$ cat config.mk
export PLATFORM = sky130hd
export DESIGN_NAME = sap_controller
export DESIGN_NICKNAME = d
export VERILOG_FILES = /design/src/rtl/sap_controller.sv
export SDC_FILE = /design/constraint.sdc
export NUM_CORES = 1
export LEC_CHECK = 0
export BUFFER_PORTS_ARGS = -buffer_cell sky130_fd_sc_hd__buf_2
export CAP_MARGIN = 20
export CORE_AREA = 2 2 39 41
export CTS_BUF_LIST = sky130_fd_sc_hd__clkbuf_4 sky130_fd_sc_hd__clkbuf_8 sky130_fd_sc_hd__clkbuf_16
export DETAILED_ROUTE_END_ITERATION = 7
export DIE_AREA = 0 0 41 43
export PLACE_DENSITY = 0.55
export SLEW_MARGIN = 30
export SYNTH_ARGS = -nofsm -noshare
export SYNTH_HDL_FRONTEND = slang
export SYNTH_SLANG_ARGS = --single-unit
$ cat constraint.sdc
create_clock -name CLK -period 1.23 [get_ports CLK]
set_input_delay 0.246 -clock CLK [delete_from_list [all_inputs] [get_ports CLK]]
set_output_delay 0.246 -clock CLK [all_outputs]
set_load 0.005 [all_outputs]
$ cat src/rtl/sap_controller.sv
// SAP-1 control sequencer: T1..T6 ring counter plus opcode decoder producing
// the 12-bit control word and the halt flag.
// Optional build macro SAP_CTRL_EARLY_END_EN: short instructions return to T1
// as soon as their last useful state is done (LDA after T5, OUT/NOP after T4).
module sap_controller (
  input  logic        CLK,
  input  logic        nCLR,
  input  logic [3:0]  opcode,
  output logic [11:0] con,
  output logic        HLT,
  output logic [5:0]  t_state
);

  typedef enum logic [2:0] {
    ST_T1   = 3'd0,
    ST_T2   = 3'd1,
    ST_T3   = 3'd2,
    ST_T4   = 3'd3,
    ST_T5   = 3'd4,
    ST_T6   = 3'd5,
    ST_HALT = 3'd6
  } state_t;

  localparam logic [3:0] OP_LDA = 4'b0000;
  localparam logic [3:0] OP_ADD = 4'b0001;
  localparam logic [3:0] OP_SUB = 4'b0010;
  localparam logic [3:0] OP_OUT = 4'b1110;
  localparam logic [3:0] OP_HLT = 4'b1111;

  // Control words, bit order Cp Ep nLm nCE nLi nEi nLa Ea Su Eu nLb nLo
  localparam logic [11:0] W_NOP   = 12'h3E3;
  localparam logic [11:0] W_FET1  = 12'h5E3;
  localparam logic [11:0] W_FET2  = 12'hBE3;
  localparam logic [11:0] W_FET3  = 12'h263;
  localparam logic [11:0] W_ADRIR = 12'h1A3;
  localparam logic [11:0] W_LDA5  = 12'h2C3;
  localparam logic [11:0] W_LDB   = 12'h2E1;
  localparam logic [11:0] W_ADD6  = 12'h3C7;
  localparam logic [11:0] W_SUB6  = 12'h3CF;
  localparam logic [11:0] W_OUT4  = 12'h3F2;

  state_t state, state_next;

  // State register: falling-edge update so the word settles before the datapath's rising edge
  always_ff @(negedge CLK or negedge nCLR) begin
    if (!nCLR) begin
      state <= ST_T1;
    end else begin
      state <= state_next;
    end
  end

  // Next-state: ring advance, HALT entry from T4, optional early return to T1
  always_comb begin
    state_next = ST_T1;
    unique case (state)
      ST_T1: state_next = ST_T2;
      ST_T2: state_next = ST_T3;
      ST_T3: state_next = ST_T4;
      ST_T4: begin
        if (opcode == OP_HLT) begin
          state_next = ST_HALT;
        end else begin
`ifdef SAP_CTRL_EARLY_END_EN
          if ((opcode == OP_LDA) || (opcode == OP_ADD) || (opcode == OP_SUB)) begin
            state_next = ST_T5;
          end else begin
            state_next = ST_T1;
          end
`else
          state_next = ST_T5;
`endif
        end
      end
      ST_T5: begin
`ifdef SAP_CTRL_EARLY_END_EN
        state_next = (opcode == OP_LDA) ? ST_T1 : ST_T6;
`else
        state_next = ST_T6;
`endif
      end
      ST_T6:   state_next = ST_T1;
      ST_HALT: state_next = ST_HALT;
      default: state_next = ST_T1;
    endcase
  end

  // Output decode: control word, halt flag and one-hot ring view from state and opcode
  always_comb begin
    con     = W_NOP;
    HLT     = 1'b0;
    t_state = '0;
    unique case (state)
      ST_T1: begin
        con        = W_FET1;
        t_state[0] = 1'b1;
      end
      ST_T2: begin
        con        = W_FET2;
        t_state[1] = 1'b1;
      end
      ST_T3: begin
        con        = W_FET3;
        t_state[2] = 1'b1;
      end
      ST_T4: begin
        t_state[3] = 1'b1;
        unique case (opcode)
          OP_LDA, OP_ADD, OP_SUB: con = W_ADRIR;
          OP_OUT:                 con = W_OUT4;
          OP_HLT:                 HLT = 1'b1;
          default:                con = W_NOP;
        endcase
      end
      ST_T5: begin
        t_state[4] = 1'b1;
        unique case (opcode)
          OP_LDA:         con = W_LDA5;
          OP_ADD, OP_SUB: con = W_LDB;
          default:        con = W_NOP;
        endcase
      end
      ST_T6: begin
        t_state[5] = 1'b1;
        unique case (opcode)
          OP_ADD:  con = W_ADD6;
          OP_SUB:  con = W_SUB6;
          default: con = W_NOP;
        endcase
      end
      ST_HALT: HLT = 1'b1;
      default: con = W_NOP;
    endcase
  end

endmodule

==> metrics.cfg <==
[status]
status=finished with violations
violations=negative setup slack

[grt]
antenna_found_initial=0
grt_use_total_pct=17.0
grt_pass1_vias=459
grt_max_degree=8
grt_pass1_wl_um=1900
gr-total-overflow=0

[floorplan]
die_h_um=43
pin_count=25
core_um2=1380
die-width_um=41
rows=14
start_util_pct=23.5
die_area_um2=1760

[sta]
final_max_slew_viol_count=0
rsz0062_at_grt=yes
hold_violations=0
setup-violations-final=19
setup_slack_ns=-0.987
tightest_slew_ns=0.211
finClkSkew_ns=0.00264
slew_headroom_pct=85.9

[critical_path]
path_buf_inv=2
path_depth=4
path_cells=buf_4, nand2_2, and4bb_2, buf_2
reg2regPathDepth=5
cp.arrival_ns=1.97
worstPathMaxFanout=6
r2r-end=state[1]
cp_slowest_cell=dfrtn_1
r2r_start=state[0]
crit_path_end_kind=primary output
r2r_setup_slack_ns=0.11
crit_type=flop to primary output
cp-start-kind=flop
critPathMaxStageDelay_ns=0.51
cp.required_ns=0.98
critical_path.top_delay_family=flip-flops

[clock_network]
cts_made_buffers=3
htreeDepth=1
cts_tree=done
ctsLongestPathBuffers=2
hold_buffers=0
root_buffer=clkbuf_4
insertion_delay_ns=0.26
cts_sinks=3
clkTransAtPathRegs_ns=0.03

[placement]
place_inst=93
dp_hpwl_um=800
gp_congestion=0.802
pre_cts_slack_ns=-0.712
io_buffers=24

[synthesis]
synth-compound-area-share_pct=13.5
postSynthNetCount=52
syn_area_um2=325
synth_top_family_by_area=simple AND/OR/NAND/NOR gates
yosys.cell_count.top_type=nand2_1
yosysWarnings=0
synthXorXnorAreaFrac_pct=5.38
synth_fa_ha_area_share_pct=0
syn_avg_cell_area_um2=7.07
ys_dominant_reg_cell=dfrtn_1
async_reset_ff_share_pct=100
ys_ff_latch=3
synthMuxAreaShare_pct=0
synth-simple-area-share_pct=42.3
yosysUniqueCellTypes=24
yosys.area.top_type=dfrtn_1
synth_common_cells=nand2_1 (5), inv_1 (4), nand3b_1 (4)
synthCells=46
yosysTopAreaCellShare_pct=23.1
synthTopCellsByArea=dfrtn_1 (23%), nand3b_1 (9.2%), buf_4 (6.9%)
seq_area_frac_synth_pct=23.1
synth_edf_count=0

[min_path]
min_path_type=input pin to async pin

[drt]
wl_um=1230
drt-wirelength-per-cell_um=11.5
ant_nets=0
firstDrtPassIters=3
drcViolationCount=0
vias=491
viasPerCell=4.59
detail_route.iter0.violations=3

[finish]
top_regs=state: 3 flops
largest_register_ff_count=3
nets=98
finish.utilization_pct=53.7
syn_to_final_growth_pct=128
instances_no_fill=107
top_register=state
antenna_cells=0
drive_gt1_share_pct=73.6

[pwr]
p_per_area_nw_per_um2=2370
leakage_nw=0.376
ir_drop_uv=1090

[run]
maxCapViolations=0

[per-layer routing]
| metal | GRT usage [%] | vias to the layer above | wire length (um) |
|---|---|---|---|
| li1 | - | 241 | - |
| met4 | 14.0 | 0 | 44 |
| met1 | 16.7 | 221 | 467 |
| met2 | 26.3 | 24 | 626 |
| met3 | 6.28 | 5 | 94 |
| met5 | 0 | - | 0 |
[what timing repair did]
action                                  4_1_cts  5_1_grt
buffers inserted                              6        5
pin swaps                                     4        3
resized for setup                            13       12
endpoints found under the setup margin       19       21
[power breakdown]
group	internal, mW	switching, mW
Clock	0.145	0.0712
Combinational	0.779	0.550
Sequential	0.154	0.0595
Total	1.08	0.681
[cell type report]
type / count / area, um^2
timing repair buffer: 47 / 330
fill: 151 / 641
tap: 16 / 20.0
inverter: 4 / 15.0
multi-input combinational: 33 / 273
clock buffer: 4 / 30.0
sequential: 3 / 75.1
[cell families after synthesis]
group                     Yosys count
and+or+nand+nor                    23
buffers and inverters              10
DFF                                 3
AOI/OAI and AO/OA                   8
xor gates and xnor gates            2
[per-stage QoR]
stage               hold slack, ns  setup TNS (ns)  power (mW)  instance area (um^2)
finish                       0.275          -16.96        1.76                   743
CTS                          0.270          -17.26        1.52                   663
global route                 0.271          -18.58        1.93                   743
global placement             0.538          -12.04       0.964                   534
floorplan                    0.457           -9.48       0.659                   363
detailed placement           0.535          -12.31       0.973                   534
[cell usage in the layout, fill, tap and decap left out]
master,n
buf_2,21
buf_4,18
buf_6,8
nand3b_1,4
clkbuf_4,4
nand2_2,3
dfrtn_1,3
nor2_4,2
inv_2,2
inv_1,2
a21oi_2,2
nand2_1,2
nand3_1,2
o21ai_1,2
nor3b_4,1
nand2b_4,1
and2b_1,1
nor3_4,1
a211oi_1,1
nand4_1,1
o21ai_0,1
a31oi_1,1
and2_1,1
a21oi_1,1
nor2_1,1
and4bb_2,1
nor3_2,1
xnor2_1,1
nor4_2,1
xor2_2,1
[how the worst max path moves through the flow]
stage	start	to	slack (ns)
after detailed placement	state[0]	con[9]	-0.71
after global routing	state[0]	con[2]	-1.08
final	state[0]	con[3]	-0.99
after floorplan	state[2]	con[3]	-0.64
after global placement	state[0]	con[9]	-0.71
after CTS	state[0]	con[3]	-0.99
Power figures use the tool's default switching activity.
